[src/rtl/alu_arb_pkg.sv]
// Shared types for the round-robin shared-ALU arbiter: opcode and FSM state encodings.
package alu_arb_pkg;

  localparam int OP_W = 3;

  typedef enum logic [OP_W-1:0] {
    ADD   = 3'b000,
    SUB   = 3'b001,
    AND   = 3'b010,
    OR    = 3'b011,
    XOR   = 3'b100,
    NOTA  = 3'b101,
    SHL   = 3'b110,
    PASSB = 3'b111
  } alu_op_e;

  typedef enum logic [1:0] {
    IDLE = 2'b00,
    EXEC = 2'b01,
    RESP = 2'b10
  } arb_state_e;

endpackage

[src/rtl/alu16_core.sv]
// Combinational ALU datapath shared by all requesters; result wraps mod 2^DATA_W.
module alu16_core
  import alu_arb_pkg::*;
#(
  parameter int DATA_W = 16
) (
  input  logic [DATA_W-1:0] a,
  input  logic [DATA_W-1:0] b,
  input  logic              c,
  input  alu_op_e           op,
  output logic [DATA_W-1:0] w,
  output logic              zero,
  output logic              neg
);

  logic signed [DATA_W-1:0] a_s;
  logic signed [DATA_W-1:0] b_s;
  logic signed [DATA_W-1:0] c_s;

  assign a_s = a;
  assign b_s = b;
  assign c_s = {{(DATA_W-1){1'b0}}, c};

  always_comb begin
    w = '0;
    case (op)
      ADD:   w = a_s + b_s + c_s;
      SUB:   w = a_s - b_s - c_s;
      AND:   w = a & b;
      OR:    w = a | b;
      XOR:   w = a ^ b;
      NOTA:  w = ~a;
      SHL:   w = {a[DATA_W-2:0], c};
      PASSB: w = b;
      default: w = '0;
    endcase
  end

  assign zero = (w == '0);
  assign neg  = w[DATA_W-1];

endmodule

[src/rtl/alu_share_arbiter.sv]
// Round-robin arbiter sharing one ALU between NUM_REQ requesters (IDLE -> EXEC -> RESP).
// Optional ALU_ARB_STATS_EN adds a wrapping done_count of completed responses.
module alu_share_arbiter
  import alu_arb_pkg::*;
#(
  parameter  int NUM_REQ = 2,
  parameter  int DATA_W  = 16,
  localparam int ID_W    = $clog2(NUM_REQ)
) (
  input  logic                      clk,
  input  logic                      rst_n,
  input  logic [NUM_REQ-1:0]        req_valid,
  output logic [NUM_REQ-1:0]        req_ready,
  input  logic [NUM_REQ*DATA_W-1:0] req_a,
  input  logic [NUM_REQ*DATA_W-1:0] req_b,
  input  logic [NUM_REQ-1:0]        req_c,
  input  logic [NUM_REQ*OP_W-1:0]   req_op,
  output logic                      rsp_valid,
  input  logic                      rsp_ready,
  output logic [ID_W-1:0]           rsp_id,
  output logic [DATA_W-1:0]         rsp_w,
  output logic                      rsp_zero,
  output logic                      rsp_neg
`ifdef ALU_ARB_STATS_EN
  ,
  output logic [15:0]               done_count
`endif
);

  arb_state_e          state;
  logic [ID_W-1:0]     rr_ptr;
  logic [ID_W-1:0]     rr_nxt;
  logic [ID_W-1:0]     grant_idx;
  logic [ID_W-1:0]     off_sel;
  logic [ID_W:0]       idx_sum;
  logic                grant_found;
  logic                accept;
  logic [2*NUM_REQ-1:0] vld_dbl;
  logic [NUM_REQ-1:0]  vld_rot;

  logic [DATA_W-1:0]   a_p0;
  logic [DATA_W-1:0]   b_p0;
  logic                c_p0;
  alu_op_e             op_p0;

  logic [DATA_W-1:0]   alu_w;
  logic                alu_zero;
  logic                alu_neg;

  // Rotate valids so bit 0 is the requester at rr_ptr; lowest set bit wins.
  assign vld_dbl = {req_valid, req_valid} >> rr_ptr;
  assign vld_rot = vld_dbl[NUM_REQ-1:0];

  always_comb begin
    grant_found = 1'b0;
    off_sel     = '0;
    for (int off = NUM_REQ - 1; off >= 0; off--) begin
      if (vld_rot[off]) begin
        grant_found = 1'b1;
        off_sel     = ID_W'(off);
      end
    end
  end

  always_comb begin
    idx_sum = {1'b0, rr_ptr} + {1'b0, off_sel};
    if (idx_sum >= (ID_W+1)'(NUM_REQ)) begin
      idx_sum = idx_sum - (ID_W+1)'(NUM_REQ);
    end
    grant_idx = idx_sum[ID_W-1:0];
  end

  assign rr_nxt = (grant_idx == ID_W'(NUM_REQ - 1)) ? '0 : grant_idx + ID_W'(1);

  always_comb begin
    req_ready = '0;
    if (rst_n && (state == IDLE) && grant_found) begin
      req_ready[grant_idx] = 1'b1;
    end
  end

  assign accept = |req_ready;

  // Stage p0: operands of the granted requester, captured on the accept edge.
  always_ff @(posedge clk) begin
    if (state == IDLE && accept) begin
      a_p0  <= req_a[grant_idx*DATA_W +: DATA_W];
      b_p0  <= req_b[grant_idx*DATA_W +: DATA_W];
      c_p0  <= req_c[grant_idx];
      op_p0 <= alu_op_e'(req_op[grant_idx*OP_W +: OP_W]);
    end
  end

  alu16_core #(
    .DATA_W(DATA_W)
  ) u_core (
    .a    (a_p0),
    .b    (b_p0),
    .c    (c_p0),
    .op   (op_p0),
    .w    (alu_w),
    .zero (alu_zero),
    .neg  (alu_neg)
  );

  // Stage p1: registered ALU result held in RESP until consumed.
  always_ff @(posedge clk or negedge rst_n) begin
    if (!rst_n) begin
      state     <= IDLE;
      rr_ptr    <= '0;
      rsp_valid <= 1'b0;
      rsp_id    <= '0;
      rsp_w     <= '0;
      rsp_zero  <= 1'b0;
      rsp_neg   <= 1'b0;
    end else begin
      case (state)
        IDLE: begin
          if (accept) begin
            rsp_id <= grant_idx;
            rr_ptr <= rr_nxt;
            state  <= EXEC;
          end
        end
        EXEC: begin
          rsp_w     <= alu_w;
          rsp_zero  <= alu_zero;
          rsp_neg   <= alu_neg;
          rsp_valid <= 1'b1;
          state     <= RESP;
        end
        RESP: begin
          if (rsp_ready) begin
            rsp_valid <= 1'b0;
            state     <= IDLE;
          end
        end
        default: state <= IDLE;
      endcase
    end
  end

`ifdef ALU_ARB_STATS_EN
  always_ff @(posedge clk or negedge rst_n) begin
    if (!rst_n) begin
      done_count <= '0;
    end else if (rsp_valid && rsp_ready) begin
      done_count <= done_count + 16'd1;
    end
  end
`endif

endmodule

[config.mk]
export PLATFORM = sky130hd
export DESIGN_NAME = alu_share_arbiter
export DESIGN_NICKNAME = d
export VERILOG_FILES = /design/src/rtl/alu_arb_pkg.sv /design/src/rtl/alu16_core.sv /design/src/rtl/alu_share_arbiter.sv
export SDC_FILE = /design/constraint.sdc
export NUM_CORES = 1
export LEC_CHECK = 0
export ABC_AREA = 1
export CORE_MARGIN = 1
export CORE_UTILIZATION = 55
export CTS_BUF_LIST = sky130_fd_sc_hd__clkbuf_8 sky130_fd_sc_hd__clkbuf_16
export DETAILED_ROUTE_END_ITERATION = 10
export PLACE_DENSITY = 0.86
export SYNTH_ARGS = -nofsm -noshare
export SYNTH_HDL_FRONTEND = slang
export SYNTH_SLANG_ARGS = --single-unit
[constraint.sdc]
create_clock -name clk -period 4.4 [get_ports clk]
set_input_delay 0.88 -clock clk [delete_from_list [all_inputs] [get_ports clk]]
set_output_delay 0.88 -clock clk [all_outputs]
set_load 0.02 [all_outputs]
==> results of run 1 <==
==> worst max path at each step <==
stage	start	to	slack [ps]	cells past startpoint
after floorplan	rst_n	req_ready[1]	80	4
after global placement	rst_n	req_ready[1]	980	6
after detailed placement	rst_n	req_ready[1]	950	6
after CTS	rst_n	req_ready[1]	920	6
after global routing	rst_n	req_ready[1]	830	6
final	rst_n	req_ready[1]	910	6
==> per-layer routing <==
metal,vias to the layer above,GRT usage (%)
li1,3015,-
met1,2593,39.7
met2,314,49.1
met3,35,5.45
met4,0,10.4
met5,-,0
==> layout by cell type, fill, tap and decap left out, types with 5 or more instances in the layout <==
| master | count |
|---|---|
| clkbuf_8 | 11 |
| a21oi_1 | 29 |
| inv_2 | 5 |
| nand4_1 | 12 |
| ha_1 | 60 |
| dfrtp_1 | 22 |
| nand2_1 | 358 |
| o22ai_1 | 23 |
| inv_1 | 160 |
| o21ai_0 | 22 |
| nor3_1 | 11 |
| nand3_1 | 53 |
| nor2_1 | 54 |
| and2_1 | 5 |
| edfxtp_1 | 36 |
| clkdlybuf4s50_1 | 98 |
==> critical path, cell delays in order <==
cell and delay (ps):
clkdlybuf4s50_1 540, nand2_1 170, a21oi_4 160, inv_1 70, nor2_1 130, clkdlybuf4s50_1 650
==> sequential cells by signal, summed over array words and instances (netlist names), 2 cells and up <==
signal	count
b_p0	16
state	2
rsp_w	16
a_p0	16
op_p0	3
==> power by group through the flow <==
stage	Clock, mW	Sequential, mW	Combinational, mW
2_1_floorplan	0	0.942	1.19
3_3_place_gp	0	0.858	1.80
3_5_place_dp	0	0.863	1.84
4_1_cts	0.579	0.855	1.85
5_1_grt	0.601	0.877	2.12
6_report	0.571	0.857	1.88
==> cell type report <==
type	count	area, um^2	share of cell area (%)
Inverter	165	619	8.72
Clock inverter	5	77.6	1.09
Sequential cell	58	1630	23.0
Multi-Input combinational cell	660	3440	48.5
Tap cell	136	170	2.40
Clock buffer	11	151	2.13
Timing Repair Buffer	102	1010	14.2
==> through the flow <==
| step | setup slack [ps] | util, % | std cells | cell area, um^2 | hold WS [ps] |
|---|---|---|---|---|---|
| finish | 913 | 69.4 | 1137 | 7100 | 483 |
| global route | 830 | 69.4 | 1137 | 7100 | 514 |
| CTS | 921 | 69.4 | 1137 | 7100 | 489 |
| detailed placement | 952 | 67.2 | 1121 | 6870 | 468 |
| global placement | 977 | 67.2 | 1121 | 6870 | 467 |
| floorplan | 81.8 | - | 900 | 5770 | 516 |
==> cells by family (layout without fill, tap and decap cells) <==
kind of cell	count (synthesis)	count (layout)	share of synthesized area [%]
and+or+nand+nor	504	504	35.7
buffers and inverters	182	283	12.3
AOI/OAI and AO/OA	87	87	8.50
adders and majority gates	64	64	14.4
DFF	58	58	28.3
xor gates and xnor gates	4	4	0.607
muxes	1	1	0.173
==> cells in the mapped netlist (9+ instances only) <==
master / count / area (um^2)
a21oi_1: 31 / 155
clkbuf_1: 9 / 33.8
dfrtp_1: 22 / 551
edfxtp_1: 36 / 1080
ha_1: 60 / 751
inv_1: 159 / 597
nand2_1: 358 / 1340
nand3_1: 53 / 265
nand4_1: 12 / 75.1
nor2_1: 54 / 203
nor3_1: 11 / 55.1
o21ai_0: 22 / 110
o22ai_1: 23 / 144
==> summary.txt, run 1 <==
Net Switching - 1.50 mW
Via count - 5957
Total grt overflow - 0
Chip Height - 104 um
CTS Buf Count - 9
Sequential power share - 25.9%
Clock transition at the registers of the reported paths - 70 ps
Clock skew - 12.9 ps
WP data required - 3520 ps
1st-pass router iterations - 5
Max Used Layer - met4
Slew @ Worst Pin - 643 ps
Hold Violations, Final - 0
Final Max Tran Viols - 0
Max Clock Freq - 287 MHz
GPL Wtd Cong - 0.978
Post-synthesis register bit count - 58
Setup TNS - 0 ps
Post_cts resized - 0
Post-synth EDFFs - 36
Pint - 1.80 mW
FF-to-FF End - rsp_zero
Worst-path fanout max - 4
Number of global-route vias before repair - 5532
VDD IR max - 223 uV
Post-synth ARST share - 37.9%
Post-synthesis net count - 1041
Rel. slew slack - 57.0%
Port bufs - 98
Layout cells sized above 1 - 3.40%
Via-per-instance ratio - 5.24
WL met3 - 1390 um
R2r setup slk - 1640 ps
Switching share of power - 45.5%
Met2 WL - 7020 um
Yosys warning count - 0
Hold path endpoint - rsp_w[4]
Routed Antenna Nets - 0
I/O Pins - 99
Run status - finished clean
Final nets - 1137
Area growth, synth to finish - 23.1%
Post-synth top flop - edfxtp_1
Power Total - 3.31 mW
H-tree levels - 3
Tightest Hold Check Type - flip-flop to flip-flop
# Post-CTS Setup Buffers - 0
CTS root buf - clkbuf_8
Combinational cell fraction of total power - 56.8%
Dpl hpwl - 11900 um
First-pass GRT wire length - 26100 um
Min cycle time layout - 3490 ps
DRC - 0
DRT iter0 DRCs - 654
Leakage power - 3.80 nW
Final setup fails - 0
PwrDens - 466 nW/um^2
Max-Cap Viols - 0
Syn_area_per_cell - 6.41 um^2
Register area share after synthesis - 28.3%
R2r worst-path depth - 12
Hold Crit Start - rsp_w[4]
Worst setup EP type - output pin
Number of fillers in the final layout - 883
Die X - 104 um
TritonCTS clock tree - built
Clock Path Buffers - 2
Starting Density - 56.4%
Mapped Cells - 900
Initial antenna violation count - 0
Power share of the clock group - 17.3%
Crit path DAT - 2610 ps
Start of the worst register-to-register path - b_p0[0]
Clock sink count - 58
Unique masters post-synth - 32
Total inserted antenna cells - 0
WS Path Type - primary input to output pin
Wl on met1 - 6590 um
Hold-fix buffers, CTS - 0
Netlist Area Pre-Place - 5770 um^2
GRT Total Usage - 30.0%
Die area - 10900 um^2
Clock latency on the worst-skew pair - 340 ps
Crit start category - primary input
WL final - 15400 um
Std cell rows - 37
Drt wl/cell - 13.6 um
Largest net degree at the start of global routing - 38
RSZ-0062 raised after global routing - false
Core Footprint - 10200 um^2
Hold path depth - 2
Fin crit share - 79.2%
Power figures use the tool's default switching activity.
==> run 2: changes to the inputs <==
Clock period 4.4 ns to 3.6 ns, I/O delays scaled along.
==> run 2 against run 1 <==
Compared with the run above:
- wire length is 1.9% lower
- global-route usage shrank 1.3 points
- combinational power grew 22%
- non-clock buffer count unchanged
- sequential power rose by 21%
- final cell count is the same
- sequential share of layout area up 0.15 points
- largest cell class unchanged
==> summary.txt, run 2 (synthesis gave the netlist of run 1 again) <==
# Post-CTS Setup Buffers - 0 (unchanged)
Total grt overflow - 0 (unchanged)
Rel. slew slack - 54.8% (was 57.0%)
Most frequent cells in the layout - nand2_1 (358), inv_1 (162), clkdlybuf4s50_1 (98) (was nand2_1 (358), inv_1 (160), clkdlybuf4s50_1 (98))
Worst-path fanout max - 4 (unchanged)
Via-per-instance ratio - 5.21 (was 5.24)
Run status - finished clean (unchanged)
Worst setup EP type - output pin (unchanged)
TritonCTS clock tree - built (unchanged)
RSZ-0062 raised after global routing - false (unchanged)
Clock latency on the worst-skew pair - 350 ps (was 340 ps)
Post_cts resized - 0 (unchanged)
CTS root buf - clkbuf_8 (unchanged)
GPL Wtd Cong - 0.960 (was 0.978)
Dpl hpwl - 11900 um (about the same)
Final setup fails - 0 (unchanged)
Cells after DPL - 1121 (unchanged)
First-pass GRT wire length - 24800 um (was 26100 um)
Via count - 5925 (was 5957)
Hold Violations, Final - 0 (unchanged)
1st-pass router iterations - 9 (was 5)
Final nets - 1137 (unchanged)
VDD IR max - 303 uV (was 223 uV)
Total inserted antenna cells - 0 (unchanged)
Crit path DAT - 2430 ps (was 2610 ps)
Largest registers - a_p0: 16 flops, b_p0: 16 flops, rsp_w: 16 flops (unchanged)
Routed Antenna Nets - 0 (unchanged)
Number of global-route vias before repair - 5384 (was 5532)
WS Path Type - primary input to output pin (unchanged)
Clock transition at the registers of the reported paths - 60 ps (was 70 ps)
Drt wl/cell - 13.3 um (was 13.6 um)
H-tree levels - 3 (unchanged)
Highest-delay cell along the critical path - clkdlybuf4s50_1 (unchanged)
R2r worst-path depth - 12 (unchanged)
Die X - 104 um (unchanged)
Min cycle time layout - 3150 ps
Largest net degree at the start of global routing - 38 (unchanged)
WP data required - 2880 ps (was 3520 ps)
Clock Path Buffers - 2 (unchanged)
Hold path depth - 2 (unchanged)
Ordered list of cells on the worst path - clkdlybuf4s50_1, nand2_1, a21oi_4, inv_1, nor2_1, clkdlybuf4s50_1 (unchanged)
Max Clock Freq - 317 MHz
Starting Density - 56.4% (unchanged)
Initial antenna violation count - 0 (unchanged)
Layout cells sized above 1 - 3.20% (was 3.40%)
Tightest Hold Check Type - flip-flop to flip-flop (unchanged)
Clock skew - 11.1 ps (was 12.9 ps)
Setup TNS - 0 ps (unchanged)
Std cell rows - 37 (unchanged)
Max-Cap Viols - 0 (unchanged)
Final Max Tran Viols - 0 (unchanged)
CTS Buf Count - 9 (unchanged)
Port bufs - 98 (unchanged)
Crit start category - primary input (unchanged)
Area growth, synth to finish - 22.3% (was 23.1%)
Hold-fix buffers, CTS - 0 (unchanged)
DRT iter0 DRCs - 566 (was 654)
Fin crit share - 87.5%
Worst path depth - 6 (unchanged)
Clock sink count - 58 (unchanged)
Chip Height - 104 um (unchanged)
Commonest non-fill, non-tap cell in the layout - nand2_1 (unchanged)
DRC - 0 (unchanged)
Slew @ Worst Pin - 676 ps (was 643 ps)
Bufs and invs on worst path - 3 (unchanged)
Non-Filler Instances - 1137 (unchanged)
Die area - 10900 um^2 (unchanged)
WL final - 15100 um (was 15400 um)
Core Footprint - 10200 um^2 (unchanged)
Leakage power - 3.78 nW (was 3.80 nW)
I/O Pins - 99 (unchanged)
GRT Total Usage - 28.7% (was 30.0%)
Family with the most delay on the worst path - buffers and inverters (unchanged)
CP dominant cell by count - clkdlybuf4s50_1 (unchanged)
PwrDens - 551 nW/um^2 (was 466 nW/um^2)
Max incr delay on CP - 650 ps (about the same)
-- run 2: cell count changes in the layout (fill, tap and decap cells not counted), sizes merged --
cell,change
bufinv,-2
inv,+2
-- run 2: worst min-delay path: cells and delay by family, from the launching register on --
family	cells	cell delay [ps]
flops	1	340
simple gates	1	50
compound gates	1	50
-- run 2: power by group --
group / switching [mW] / total (mW) / internal, mW
Sequential: 0.124 / 1.04 / 0.920
Combinational: 1.44 / 2.30 / 0.859
Clock: 0.244 / 0.544 / 0.300
Total: 1.81 / 3.89 / 2.08
-- run 2: metrics by stage --
stage / cell area [um^2] / power, mW / worst slack [ps] / util (%) / hold WS, ps
after floorplan: 5770 / 2.60 / 448 / - / 424
after global placement: 6870 / 3.26 / 506 / 67.2 / 465
after detailed placement: 6870 / 3.30 / 487 / 67.2 / 472
after CTS: 7060 / 3.86 / 469 / 69.0 / 489
after global routing: 7060 / 4.23 / 345 / 69.0 / 511
final: 7060 / 3.89 / 450 / 69.0 / 481
-- run 2: per-layer routing --
metal  routed length [um]  vias to the layer above  GRT usage [%]
li1                     -                     3014              -
met1                 6770                     2608           38.3
met2                 6690                      271           45.8
met3                 1180                       32           4.82
met4                  488                        0           12.2
met5                    0                        -              0
-- run 2: cell type report --
class,count,area [um^2]
multi-input combinational,660,3440
fill,897,3170
sequential,58,1630
timing repair buffer,102,1010
inverter,165,619
tap,136,170
clock buffer,11,163
clock inverter,5,21.3
-- run 2: path summary, 6_finish.rpt --
| check | slack [ps] | end | start |
|---|---|---|---|
| max | 450 | req_ready[1] | rst_n |
| min | 480 | rsp_w[10] | rsp_w[10] |
| max reg2reg | 870 | rsp_zero | a_p0[0] |
| min reg2reg | 480 | rsp_w[10] | rsp_w[10] |
| max in group asynchronous | 2540 | rsp_zero | rst_n |
| min in group asynchronous | 840 | rsp_w[14] | rst_n |
==> run 3: changes to the inputs <==
--- a/config.mk
+++ b/config.mk
@@ -11,5 +11,5 @@
 export CTS_BUF_LIST = sky130_fd_sc_hd__clkbuf_8 sky130_fd_sc_hd__clkbuf_16
 export DETAILED_ROUTE_END_ITERATION = 10
-export PLACE_DENSITY = 0.86
+export PLACE_DENSITY_LB_ADDON = 0.2
 export SYNTH_ARGS = -nofsm -noshare
 export SYNTH_HDL_FRONTEND = slang
==> constraint.sdc (replaced) <==
create_clock -name clk -period 3.6 [get_ports clk]
set_input_delay 0.54 -clock clk [delete_from_list [all_inputs] [get_ports clk]]
set_output_delay 0.54 -clock clk [all_outputs]
set_load 0.02 [all_outputs]
==> run 3 against run 2 <==
Compared with the run above:
- sequential cell count did not move
- via count fell by 0.78%
- clock power rose by 2%
- wire length fell by 0.13%
- clock skew rose by 9.0 ps
- combinational power barely moved
- first-iteration DRC count fell by 18%
- cell area did not move
- die area did not move
- critical path depth rose by 9
- sequential share of layout area did not move
- largest cell class unchanged
- highest routed layer unchanged
==> summary.txt, run 3 (synthesis gave the netlist of run 1 again) <==
Run status - finished clean (unchanged)
Rel. slew slack - 55.2% (was 54.8%)
Crit start category - flip-flop (was primary input)
Clock skew - 20.1 ps (was 11.1 ps)
Worst setup EP type - flip-flop (was output pin)
Largest registers - a_p0: 16 flops, b_p0: 16 flops, rsp_w: 16 flops (unchanged)
Starting Density - 56.4% (unchanged)
Ordered list of cells on the worst path - inv_1, ha_1, ha_1, nand2_1, nor2_1, nand2_1, nand2_1, nand2_1, nand3_1, nand3_1, nor2_1, nand2_1, nor2_1, nand4_1, nand2_1 (was clkdlybuf4s50_1, nand2_1, a21oi_4, inv_1, nor2_1, clkdlybuf4s50_1)
Critical Path Sink - rsp_zero (was req_ready[1])
Cell area after layout - 7060 um^2 (unchanged)
Setup TNS - 0 ps (unchanged)
Via-per-instance ratio - 5.17 (was 5.21)
Leakage power - 3.78 nW (about the same)
Max incr delay on CP - 420 ps (was 650 ps)
Combinational cell fraction of total power - 59.1% (about the same)
GPL Wtd Cong - 1.01 (was 0.960)
Area growth, synth to finish - 22.3% (unchanged)
1st-pass router iterations - 5 (was 9)
Die area - 10900 um^2 (unchanged)
Layout Utilization - 69.0% (unchanged)
Post_cts resized - 0 (unchanged)
FF-to-FF End - rsp_zero (unchanged)
CTS Buf Count - 9 (unchanged)
Total grt overflow - 0 (unchanged)
Via count - 5879 (was 5925)
Highest-delay cell along the critical path - edfxtp_1 (was clkdlybuf4s50_1)
Pint - 2.08 mW (about the same)
H-tree levels - 3 (unchanged)
Dpl hpwl - 11900 um (about the same)
Routed Antenna Nets - 0 (unchanged)
Clock sink count - 58 (unchanged)
Slew @ Worst Pin - 668 ps (was 676 ps)
Most frequent cells in the layout - nand2_1 (358), inv_1 (161), clkdlybuf4s50_1 (98) (was nand2_1 (358), inv_1 (162), clkdlybuf4s50_1 (98))
Clock Path Buffers - 2 (unchanged)
Std cell rows - 37 (unchanged)
DRT iter0 DRCs - 463 (was 566)
Drt wl/cell - 13.3 um (about the same)
Start of the worst register-to-register path - a_p0[4] (was a_p0[0])
Layout cells sized above 1 - 3.30% (was 3.20%)
Fin crit share - 77.3% (was 87.5%)
Final Max Tran Viols - 0 (unchanged)
Worst path depth - 15 (was 6)
DRC - 0 (unchanged)
R2r worst-path depth - 15 (was 12)
Number of fillers in the final layout - 904 (was 897)
Switching share of power - 46.8% (was 46.5%)
Final nets - 1137 (unchanged)
Max-Cap Viols - 0 (unchanged)
CTS root buf - clkbuf_8 (unchanged)
Port bufs - 98 (unchanged)
I/O Pins - 99 (unchanged)
Clock latency on the worst-skew pair - 360 ps (was 350 ps)
Post-Place Cell Area - 6870 um^2 (unchanged)
Hold Violations, Final - 0 (unchanged)
WS Path Type - flip-flop to flip-flop (was primary input to output pin)
R2r setup slk - 820 ps (was 870 ps)
Largest net degree at the start of global routing - 38 (unchanged)
Sequential power share - 26.7% (was 26.9%)
Net Switching - 1.83 mW (was 1.81 mW)
Commonest non-fill, non-tap cell in the layout - nand2_1 (unchanged)
Core Footprint - 10200 um^2 (unchanged)
Clock transition at the registers of the reported paths - 70 ps (was 60 ps)
Initial antenna violation count - 0 (unchanged)
Power share of the clock group - 14.2% (was 14.0%)
Hold WS - 481 ps (about the same)
# Post-CTS Setup Buffers - 0 (unchanged)
TritonCTS clock tree - built (unchanged)
Final setup fails - 0 (unchanged)
Crit path DAT - 3080 ps (was 2430 ps)
WP data required - 3900 ps (was 2880 ps)
Die X - 104 um (unchanged)
WL final - 15100 um (about the same)
GRT Total Usage - 29.2% (was 28.7%)
Setup crit start - a_p0[4] (was rst_n)
Min cycle time layout - 2780 ps (was 3150 ps)
Family with the most delay on the worst path - simple AND/OR/NAND/NOR gates (was buffers and inverters)
RSZ-0062 raised after global routing - false (unchanged)
Number of global-route vias before repair - 5349 (was 5384)
Hold path depth - 2 (unchanged)
Tightest Hold Check Type - flip-flop to flip-flop (unchanged)
Chip Height - 104 um (unchanged)
Total inserted antenna cells - 0 (unchanged)
VDD IR max - 419 uV (was 303 uV)
CP dominant cell by count - nand2_1 (was clkdlybuf4s50_1)
Bufs and invs on worst path - 1 (was 3)
Worst-path fanout max - 6 (was 4)
First-pass GRT wire length - 25200 um (was 24800 um)
PwrDens - 553 nW/um^2 (was 551 nW/um^2)
Max Clock Freq - 359 MHz (was 317 MHz)
Hold-fix buffers, CTS - 0 (unchanged)
-- run 3: worst min-delay path, delay by kind of cell (launching register included) --
kind	cells	cell delay, ps
simple gates	2	110
flops	1	340
-- run 3: per-layer routing --
layer  vias up  GRT usage [%]  part of all wire, %
li1       3018              -                    -
met1      2529           40.4                   46
met4         0           15.2                  4.3
met5         -              0                    0
met3        48           5.64                  7.7
met2       284           43.1                   41
-- run 3: per-stage QoR --
stage | cells | power (mW) | worst slack, ps
after floorplan | 900 | 2.60 | 808
after global placement | 1121 | 3.28 | 906
after detailed placement | 1121 | 3.31 | 896
after CTS | 1137 | 3.88 | 874
after global routing | 1137 | 4.25 | 604
final | 1137 | 3.91 | 817
-- run 3: how the worst min path moves through the flow --
stage | from | endpoint | slack (ps)
6_report | rsp_w[5] | rsp_w[5] | 480
5_1_grt | rsp_w[5] | rsp_w[5] | 500
4_1_cts | rsp_w[5] | rsp_w[5] | 480
3_3_place_gp | rsp_w[5] | rsp_w[5] | 470
3_5_place_dp | rsp_w[5] | rsp_w[5] | 470
2_1_floorplan | rst_n | rr_ptr | 240
-- run 3: layout make-up --
class                      instances  area [um^2]  share of cell area, %
clock buffer                      12          165                   2.34
timing repair buffer             102         1010                   14.3
sequential                        58         1630                   23.1
tap                              136          170                   2.41
multi-input combinational        660         3440                   48.8
clock inverter                     4         18.8                  0.266
inverter                         165          619                   8.78
-- run 3: power by group through the flow --
stage,sequential [mW],combinational [mW],clock (mW)
after floorplan,1.15,1.45,0
after global placement,1.04,2.23,0
after detailed placement,1.05,2.26,0
after CTS,1.04,2.28,0.563
after global routing,1.06,2.59,0.594
final,1.04,2.31,0.554
